**src/rtl/regfile_write_scheduler_pkg.sv**
```systemverilog
// Shared constants and FSM encoding for the register-file write scheduler.
package regfile_write_scheduler_pkg;

    localparam int unsigned RegIdxW = 4;
    localparam logic [RegIdxW-1:0] ZeroReg = RegIdxW'(0);

    typedef enum logic [1:0] {
        ST_IDLE  = 2'b00,
        ST_ISSUE = 2'b01,
        ST_HOLD  = 2'b10
    } state_e;

endpackage

```
**src/rtl/regfile_write_fifo.sv**
```systemverilog
// Depth-entry synchronous FIFO of {register index, data} write requests.
module regfile_write_fifo #(
    parameter int unsigned Width = 20,
    parameter int unsigned Depth = 4
) (
    input  logic                   clk,
    input  logic                   rst_n,
    input  logic                   push,
    input  logic [Width-1:0]       push_data,
    input  logic                   pop,
    input  logic                   flush,
    output logic [Width-1:0]       head_data,
    output logic [$clog2(Depth):0] count
);

    localparam int unsigned PtrW   = $clog2(Depth);
    localparam int unsigned CountW = PtrW + 1;

    logic [Width-1:0]  mem_q [Depth];
    logic [Width-1:0]  mem_d [Depth];
    logic [PtrW-1:0]   head_q, head_d;
    logic [PtrW-1:0]   tail_q, tail_d;
    logic [CountW-1:0] count_q, count_d;

    // Pointers wrap naturally because Depth is a power of two.
    always_comb begin
        mem_d   = mem_q;
        head_d  = head_q;
        tail_d  = tail_q;
        count_d = count_q;
        if (flush) begin
            head_d  = '0;
            tail_d  = '0;
            count_d = '0;
        end else begin
            if (push) begin
                mem_d[tail_q] = push_data;
                tail_d        = tail_q + PtrW'(1);
            end
            if (pop) begin
                head_d = head_q + PtrW'(1);
            end
            count_d = count_q + CountW'(push) - CountW'(pop);
        end
    end

    always_ff @(posedge clk or negedge rst_n) begin
        if (!rst_n) begin
            mem_q   <= '{default: '0};
            head_q  <= '0;
            tail_q  <= '0;
            count_q <= '0;
        end else begin
            mem_q   <= mem_d;
            head_q  <= head_d;
            tail_q  <= tail_d;
            count_q <= count_d;
        end
    end

    assign head_data = mem_q[head_q];
    assign count     = count_q;

endmodule

```
**src/rtl/regfile_write_scheduler.sv**
```systemverilog
// Buffers write-back requests and issues them as single-cycle strobes to the
// 16-way register-write demultiplexer, with empty-FIFO bypass and r0 drop.
module regfile_write_scheduler
    import regfile_write_scheduler_pkg::*;
#(
    parameter int unsigned DataWidth = 16,
    parameter int unsigned Depth     = 4,
    parameter int unsigned DropReg0  = 1
) (
    input  logic                   Clock,
    input  logic                   Reset_n,
    input  logic                   WbValid,
    output logic                   WbReady,
    input  logic [RegIdxW-1:0]     WbReg,
    input  logic [DataWidth-1:0]   WbData,
    input  logic                   RfBusy,
    input  logic                   Flush,
    output logic                   DemuxIn,
    output logic                   Enable,
    output logic [RegIdxW-1:0]     Sel,
    output logic [DataWidth-1:0]   WrData,
    output logic [$clog2(Depth):0] Count,
    output logic                   Empty
);

    localparam int unsigned CountW = $clog2(Depth) + 1;
    localparam int unsigned EntryW = RegIdxW + DataWidth;

    state_e               state_q, state_d;
    logic                 strobe_q, strobe_d;
    logic [RegIdxW-1:0]   sel_q, sel_d;
    logic [DataWidth-1:0] wr_data_q, wr_data_d;

    logic                 fifo_push, fifo_pop;
    logic [EntryW-1:0]    fifo_head;
    logic [CountW-1:0]    fifo_count;
    logic                 fifo_empty, fifo_full;
    logic                 transfer, drop, accept, remaining;

    regfile_write_fifo #(
        .Width (EntryW),
        .Depth (Depth)
    ) u_fifo (
        .clk       (Clock),
        .rst_n     (Reset_n),
        .push      (fifo_push),
        .push_data ({WbReg, WbData}),
        .pop       (fifo_pop),
        .flush     (Flush),
        .head_data (fifo_head),
        .count     (fifo_count)
    );

    assign fifo_empty = (fifo_count == '0);
    assign fifo_full  = (fifo_count == CountW'(Depth));

    // Ready never looks at WbValid; a pop while full does not open a slot.
    assign WbReady  = Reset_n && !fifo_full && !Flush;
    assign transfer = WbValid && WbReady;
    assign drop     = (DropReg0 != 0) && (WbReg == ZeroReg);
    assign accept   = transfer && !drop;

    always_comb begin
        state_d   = state_q;
        strobe_d  = 1'b0;
        sel_d     = sel_q;
        wr_data_d = wr_data_q;
        fifo_push = accept;
        fifo_pop  = 1'b0;
        remaining = 1'b0;

        if (Flush) begin
            state_d   = ST_IDLE;
            fifo_push = 1'b0;
        end else begin
            case (state_q)
                ST_IDLE: begin
                    if (accept && !RfBusy) begin
                        strobe_d  = 1'b1;
                        sel_d     = WbReg;
                        wr_data_d = WbData;
                        fifo_push = 1'b0;
                    end
                end
                ST_ISSUE, ST_HOLD: begin
                    if (!RfBusy) begin
                        if (!fifo_empty) begin
                            strobe_d  = 1'b1;
                            fifo_pop  = 1'b1;
                            sel_d     = fifo_head[EntryW-1 -: RegIdxW];
                            wr_data_d = fifo_head[DataWidth-1:0];
                        end else if (accept) begin
                            strobe_d  = 1'b1;
                            sel_d     = WbReg;
                            wr_data_d = WbData;
                            fifo_push = 1'b0;
                        end
                    end
                end
                default: ;
            endcase

            // Entries left in the FIFO after this edge decide HOLD versus IDLE.
            remaining = fifo_push || (fifo_count > CountW'(fifo_pop));
            if (strobe_d) begin
                state_d = ST_ISSUE;
            end else if (remaining) begin
                state_d = ST_HOLD;
            end else begin
                state_d = ST_IDLE;
            end
        end
    end

    always_ff @(posedge Clock or negedge Reset_n) begin
        if (!Reset_n) begin
            state_q   <= ST_IDLE;
            strobe_q  <= 1'b0;
            sel_q     <= '0;
            wr_data_q <= '0;
        end else begin
            state_q   <= state_d;
            strobe_q  <= strobe_d;
            sel_q     <= sel_d;
            wr_data_q <= wr_data_d;
        end
    end

    assign DemuxIn = strobe_q;
    assign Enable  = strobe_q;
    assign Sel     = sel_q;
    assign WrData  = wr_data_q;
    assign Count   = fifo_count;
    assign Empty   = fifo_empty && !strobe_q;

endmodule
```
**config.mk**
```make
export PLATFORM = sky130hd
export DESIGN_NAME = regfile_write_scheduler
export DESIGN_NICKNAME = d
export VERILOG_FILES = /design/src/rtl/regfile_write_scheduler_pkg.sv /design/src/rtl/regfile_write_fifo.sv /design/src/rtl/regfile_write_scheduler.sv
export SDC_FILE = /design/constraint.sdc
export NUM_CORES = 1
export LEC_CHECK = 0
export ABC_CLOCK_PERIOD_IN_PS = 3450
export BUFFER_PORTS_ARGS = -buffer_cell sky130_fd_sc_hd__buf_2
export CAP_MARGIN = 40
export CORE_MARGIN = 2
export CORE_UTILIZATION = 61
export DETAILED_ROUTE_END_ITERATION = 10
export GPL_TIMING_DRIVEN = 0
export PLACE_DENSITY = 0.82
export SYNTH_ARGS = -nofsm -noshare
export SYNTH_HDL_FRONTEND = slang
export SYNTH_SLANG_ARGS = --single-unit
```
**constraint.sdc**
```tcl
create_clock -name Clock -period 3.45 [get_ports Clock]
set_input_delay 0.1725 -clock Clock [delete_from_list [all_inputs] [get_ports Clock]]
set_output_delay 0.1725 -clock Clock [all_outputs]
set_load 0.02 [all_outputs]
```
Word level (Yosys, flattened, before mapping). Index checks and enable logic that the tools add are counted.

Register bits: 110. Latch bits: 0. Bits in writable memories: 0. Bits in read-only memories: 0. Bits of input ports: 25. Output and inout port bits: 27. Word-level logic and storage cells: 92. Memories kept: 0.

Add/sub/neg operators: 4. Multiply operators: 0. Div/mod/pow operators: 0. $lt $le $gt $ge: 4. Eq/ne operators: 6. Shift-type cells: 0. Mux-type cells: 42. Bitwise gates (word level): 3. Reduce and logical (&&, ||, !) cells: 22.

Operators with widths (number): bitwise mux 80 bit (1); 2-to-1 mux 16 bit (4); 2-to-1 mux 20 bit (3); binary-select mux 20 bit (select 2 bit) (1); demux 20 bit (select 2 bit) (1); case mux 16 bit (2 select lines) (1); 2-to-1 mux 1 bit (16); 2-to-1 mux 4 bit (4); 2-to-1 mux 2 bit (7); case mux 4 bit (2 select lines) (1); logical AND 1 bit (7); greater-or-equal comparator 3 bit, second input constant (2); inverter 2 -> 3 bit (2); nonzero test 2 bit (3); zero test 1 bit (5); AND reduction 5 bit (1); adder 2 x 1 -> 2 bit, second input constant (2); zero test 4 bit (1); != test 2 bit, second input constant (2); case mux 1 bit (2 select lines) (2); adder 3 x 1 -> 3 bit (1); == test 3 bit, second input constant (1); greater-than comparator 3 x 1 -> 1 bit (1); zero test 3 bit (1); other kinds (11) (11).

Depth between registers and ports, before layout.
Word-level depth: 14. Mapped depth: 12. Gate-level depth less buffers: 11.

By module. From an unflattened synthesis, not the netlist that was laid out.

Cells, all modules: 376. Area, all modules: 5575.3 µm².

Modules (own cells, without submodules): regfile_write_fifo (times used 1, cells an instance 231, area each 4201.5 µm², seq. area each 2177.1 µm²); regfile_write_scheduler (times used 1, cells an instance 145, area each 1373.8 µm², seq. area each 550.5 µm²).

Worst setup path after synthesis. No wires, ideal clock.

Path type: reg2reg. Start: register state_q[0]. End: register u_fifo.count_q[2], in the netlist u_fifo.count[2]. Library setup time: 132 ps. Arrival time: 2367 ps. Data required time: 3318 ps. Slack: 951 ps. Cell stages (with the launch flop): 13. Buffers on the path: 1. Period minus slack after synthesis: 2499 ps. Cells stage by stage: dfrtp_1 inv_1 ha_1 o31ai_4 buf_2 nor3_1 ha_1 inv_1 ha_1 inv_1 fa_1 xnor2_1 nor2_1.

Cells in the longest elaborated chain, start to end: 8. Elaborated cells between the ends (all ways): 13. Classes of those cells: add/sub (2); eq/ne (2); mux (7); reduce/logical (2).

RTL lines: from (decl) (line regfile_write_scheduler.sv:29) `state_e state_q, state_d;`; from (signal assigned) (line regfile_write_scheduler.sv:122) `state_q <= state_d;`; == test 2 x 1 -> 1 bit / == test 2 bit (equally long branches) (line regfile_write_scheduler.sv:76) `case (state_q)`; OR reduction 2 bit (line regfile_write_scheduler.sv:76); case mux 1 bit (2 select lines) (line regfile_write_scheduler.sv:76); 2-to-1 mux 1 bit (2 in a row) (line regfile_write_scheduler.sv:72) `if (Flush) begin`; adder 3 x 1 -> 3 bit (line regfile_write_fifo.sv:43) `count_d = count_q + CountW'(push) - CountW'(pop);`; subtractor 3 x 1 -> 3 bit (*) (line regfile_write_fifo.sv:43); 2-to-1 mux 3 bit (*) (line regfile_write_fifo.sv:31) `if (flush) begin`; via u_fifo.count_d[2] (line regfile_write_fifo.sv:23) `logic [CountW-1:0] count_q, count_d;`; to (signal assigned) (line regfile_write_fifo.sv:57) `count_q <= count_d;`; to (decl) (line regfile_write_fifo.sv:23).

Mark *: on every way through the listed nets, which the timed path passes. The rest lies on a longest branch. The select of a mux whose other input is x is not followed. A chain may end at the register's enable or synchronous reset.

Final worst setup path.
Start: input port Reset_n. End: register u_fifo.count_q[2], in the netlist u_fifo.count[2].

Cells in the longest elaborated chain, start to end: 12. Elaborated cells between the ends (all ways): 14. Classes of those cells: add/sub (2); mux (7); reduce/logical (5).

RTL lines: from (decl) (line regfile_write_scheduler.sv:11) `input logic Reset_n,`; logical AND 1 bit (*) (2 in a row) (line regfile_write_scheduler.sv:58) `assign WbReady = Reset_n && !fifo_full && !Flush;`; logical AND 1 bit (*) (line regfile_write_scheduler.sv:59) `assign transfer = WbValid && WbReady;`; logical AND 1 bit (*) (line regfile_write_scheduler.sv:61) `assign accept = transfer && !drop;`; 2-to-1 mux 1 bit / logical AND 1 bit (equally long branches) (line regfile_write_scheduler.sv:87, regfile_write_scheduler.sv:78); 2-to-1 mux 1 bit (on tied branches) (line regfile_write_scheduler.sv:86, regfile_write_scheduler.sv:78); case mux 1 bit (2 select lines) (*) (line regfile_write_scheduler.sv:76); 2-to-1 mux 1 bit (*) (2 in a row) (line regfile_write_scheduler.sv:72); adder 3 x 1 -> 3 bit (*) (line regfile_write_fifo.sv:43); subtractor 3 x 1 -> 3 bit (*) (line regfile_write_fifo.sv:43); 2-to-1 mux 3 bit (*) (line regfile_write_fifo.sv:31); via u_fifo.count_d[2] (line regfile_write_fifo.sv:23).

Marks and branches as above.

==> insert_results.sql <==
INSERT INTO impl_metrics (metric_group, metric, value, unit) VALUES
('detailed_routing', 'drt_pass1_iterations', '4', ''),
('synth', 'synth_fp_nets', '364', ''),
('placement', 'place.gp.congestion', '0.784', ''),
('setup_path', 'cp.arrival', '3200', 'ps'),
('clock_tree', 'cts_hold_buffers', '1', ''),
('die', 'num_io_pins', '52', ''),
('synth', 'synthCells', '327', ''),
('setup_path', 'criticalPathCategory', 'in2reg', ''),
('placement', 'hpwlAfterDp', '6490', 'um'),
('timing', 'layout_min_cycle_time', '2960', 'ps'),
('timing', 'max_slew.worst_pin.slew', '846', 'ps'),
('die', 'chipHeight', '98.7', 'um'),
('detailed_routing', 'drc', '0', ''),
('global_routing', 'grt_usage', '22.0', '%'),
('clock_tree', 'post_cts_resized', '0', ''),
('cells_and_area', 'mostFrequentLayoutCell', 'sky130_fd_sc_hd__dfrtp_1', ''),
('synth', 'mappedNetlistArea', '5470', 'sq um'),
('clock_tree', 'max_h_tree_level', '3', ''),
('global_routing', 'grt_max_degree', '66', ''),
('power', 'clock_share_of_power', '26.5', '%'),
('clock_tree', 'cts-root-to-sink-buffers', '2', ''),
('clock_tree', 'tritoncts', 'done', ''),
('hold_path', 'worst_hold_path_type', 'in2reg', ''),
('detailed_routing', 'drt.antenna.violating_nets', '0', ''),
('timing', 'report.final.slew_viol_count', '0', ''),
('setup_path', 'timing.critical_path.cells', 'dlygate4sd3_1, buf_4, nand2b_1, a211oi_4, and2_2, ha_1, inv_1, fa_1, xnor2_1, nor2_1', ''),
('setup_path', 'worst_path_max_delay_cell', 'sky130_fd_sc_hd__buf_4', ''),
('timing', 'worst_clock_skew', '8.74', 'ps'),
('clock_tree', 'post-cts-setup-buffer-count', '0', ''),
('timing', 'ratio_of_final_minimum_period_to_clock_period', '85.9', '%'),
('power', 'power_switching_share', '27.5', '%'),
('detailed_routing', 'route.final.wire_length', '9850', 'um'),
('die', 'floorplan.die.width', '98.7', 'um'),
('power', 'internal_power', '2390', 'uW'),
('setup_path', 'setup.reg_to_reg.worst_slack', '790', 'ps'),
('setup_path', 'startpoint_type', 'input pin', ''),
('timing', 'rsz0062_at_grt', 'false', ''),
('clock_tree', 'clk_pin_slew_worst_paths', '90', 'ps'),
('synth', 'ys.flop_type', 'sky130_fd_sc_hd__dfrtp_1', ''),
('die', 'floorplan.core_area', '8720', 'sq um'),
('synth', 'yosysWarningCount', '0', ''),
('detailed_routing', 'route.detailed.vias_per_inst', '5.74', ''),
('run', 'max_cap_viol_count', '0', ''),
('global_routing', 'first_global_vias', '3145', ''),
('die', 'floorplan.rows', '34', ''),
('cells_and_area', 'layout.core_utilization', '70.2', '%'),
('status', 'status', 'finished, final reports clean', ''),
('cells_and_area', 'fin_nets', '428', ''),
('power', 'power_switching', '905', 'uW'),
('cells_and_area', 'design_area', '6120', 'sq um'),
('synth', 'synth_enable_flop_cells', '0', ''),
('power', 'power.combinational.fraction', '23.8', '%'),
('synth', 'synth_async_sr_flop_share', '100', '%'),
('power', 'p_leak', '0.00308', 'uW'),
('clock_tree', 'ctsRootBufferMaster', 'sky130_fd_sc_hd__clkbuf_8', ''),
('timing', 'final-setup-viol-count', '0', ''),
('setup_path', 'cp_data_required_time', '3690', 'ps'),
('cells_and_area', 'layout-drive-gt1-share', '58.8', '%'),
('power', 'vdd.ir_drop.worst', '0.253', 'mV'),
('global_routing', 'antenna_violations_before_repair', '0', ''),
('cells_and_area', 'nFillCells', '567', ''),
('timing', 'hold_viol', '0', ''),
('cells_and_area', 'layout_common_cells', 'sky130_fd_sc_hd__dfrtp_1, sky130_fd_sc_hd__mux2_4, sky130_fd_sc_hd__buf_2', ''),
('cells_and_area', 'antenna-diode-count', '0', ''),
('global_routing', 'global_route.overflow_total', '0', ''),
('setup_path', 'worst_setup_path_end_kind', 'flop', ''),
('detailed_routing', 'drt_iter0_markers', '75', ''),
('global_routing', 'grt_pass1_wl', '16600', 'um'),
('synth', 'postSynthAreaPerCell', '16.7', 'sq um'),
('setup_path', 'critPathMaxStageDelay', '650', 'ps'),
('die', 'floorplan.initialDensity', '62.8', '%');
## worst max-delay path, delay by kind of cell
family	cells	cell delay [ps]
AOI/OAI and AO/OA	1	520
xor gates and xnor gates	1	140
adders and majority gates	2	520
buffers and inverters	3	1220
and+or+nand+nor	3	590
## synthesized netlist by cell type (2+ instances only)
master / instances / share of area, %
sky130_fd_sc_hd__nor3b_1: 2 / 0.27
sky130_fd_sc_hd__ha_1: 11 / 2.5
sky130_fd_sc_hd__nor2_1: 6 / 0.41
sky130_fd_sc_hd__mux2_4: 80 / 22
sky130_fd_sc_hd__inv_1: 9 / 0.62
sky130_fd_sc_hd__mux4_2: 20 / 8.2
sky130_fd_sc_hd__buf_2: 3 / 0.27
sky130_fd_sc_hd__mux2_2: 41 / 8.4
sky130_fd_sc_hd__nand2b_1: 2 / 0.23
sky130_fd_sc_hd__a21oi_1: 2 / 0.18
sky130_fd_sc_hd__nand3_2: 4 / 0.73
sky130_fd_sc_hd__nor4_1: 2 / 0.23
sky130_fd_sc_hd__clkbuf_1: 4 / 0.27
sky130_fd_sc_hd__dfrtp_1: 109 / 50
sky130_fd_sc_hd__buf_6: 10 / 2.1
sky130_fd_sc_hd__xnor2_1: 3 / 0.48
## registers in the layout, summed over array words and instances (netlist names)
register	cells
Sel	4
WrData	16
state_q	2
u_fifo.count	3
u_fifo.head_q	2
u_fifo.mem_q	80
u_fifo.tail_q	2
## worst paths after layout
kind / startpoint / end / cells past startpoint
max: Reset_n / u_fifo.count[2]$_DFF_PN0_ / 10
min: RfBusy / state_q[0]$_DFF_PN0_ / 2
max reg2reg: u_fifo.count[1]$_DFF_PN0_ / u_fifo.count[2]$_DFF_PN0_ / 10
min reg2reg: WrData[2]$_DFFE_PN0P_ / WrData[2]$_DFFE_PN0P_ / 1
max in group asynchronous: Reset_n / u_fifo.mem_q[66]$_DFFE_PN0P_ / 3
min in group asynchronous: Reset_n / u_fifo.mem_q[76]$_DFFE_PN0P_ / 2
## metrics by stage
step / TNS (ps) / power (uW) / setup WS [ps] / instances / hold WS (ps)
2_1_floorplan: 0 / 2200 / 951 / 327 / -123
3_3_place_gp: -27010 / 2410 / -663 / 486 / 436
5_1_grt: 0 / 3450 / 214 / 504 / 59.8
6_report: 0 / 3290 / 488 / 504 / 63.9
3_5_place_dp: 0 / 2450 / 578 / 487 / 327
4_1_cts: 0 / 3320 / 435 / 504 / 41.7
## power groups by stage
| stage | Combinational [uW] | Sequential [uW] | Clock (uW) |
|---|---|---|---|
| 5_1_grt | 841 | 1670 | 939 |
| 2_1_floorplan | 433 | 1770 | 0 |
| 3_5_place_dp | 790 | 1660 | 0 |
| 6_report | 784 | 1640 | 872 |
| 3_3_place_gp | 767 | 1650 | 0 |
| 4_1_cts | 793 | 1640 | 886 |
## kinds of logic (layout without fill, tap and decap cells)
| group | count (synthesis) | after routing | synth area share [%] |
|---|---|---|---|
| xor gates and xnor gates | 3 | 3 | 0.480 |
| muxes | 141 | 141 | 38.6 |
| buffers and inverters | 27 | 96 | 3.36 |
| DFF | 109 | 109 | 49.8 |
| and+or+nand+nor | 23 | 23 | 2.74 |
| AOI/OAI and AO/OA | 12 | 12 | 2.08 |
| adders and majority gates | 12 | 12 | 2.88 |
## layer usage
metal / GRT usage [%] / routed length [um] / up-vias
met5: 0 / 0 / -
met3: 4.11 / 280 / 13
li1: - / - / 1318
met2: 34.7 / 4770 / 48
met1: 32.1 / 4670 / 1516
met4: 5.69 / 122 / 0
## cell type report
cell class	count	area (sq um)	area share, %
Tap cell	108	135	2.21
Timing Repair Buffer	53	288	4.70
Buffer	18	150	2.45
Inverter	9	33.8	0.552
Sequential cell	109	2730	44.6
Clock inverter	5	82.6	1.35
Multi-Input combinational cell	191	2560	41.9
Clock buffer	11	141	2.31
Note: power is estimated with default switching activity, not from simulation.
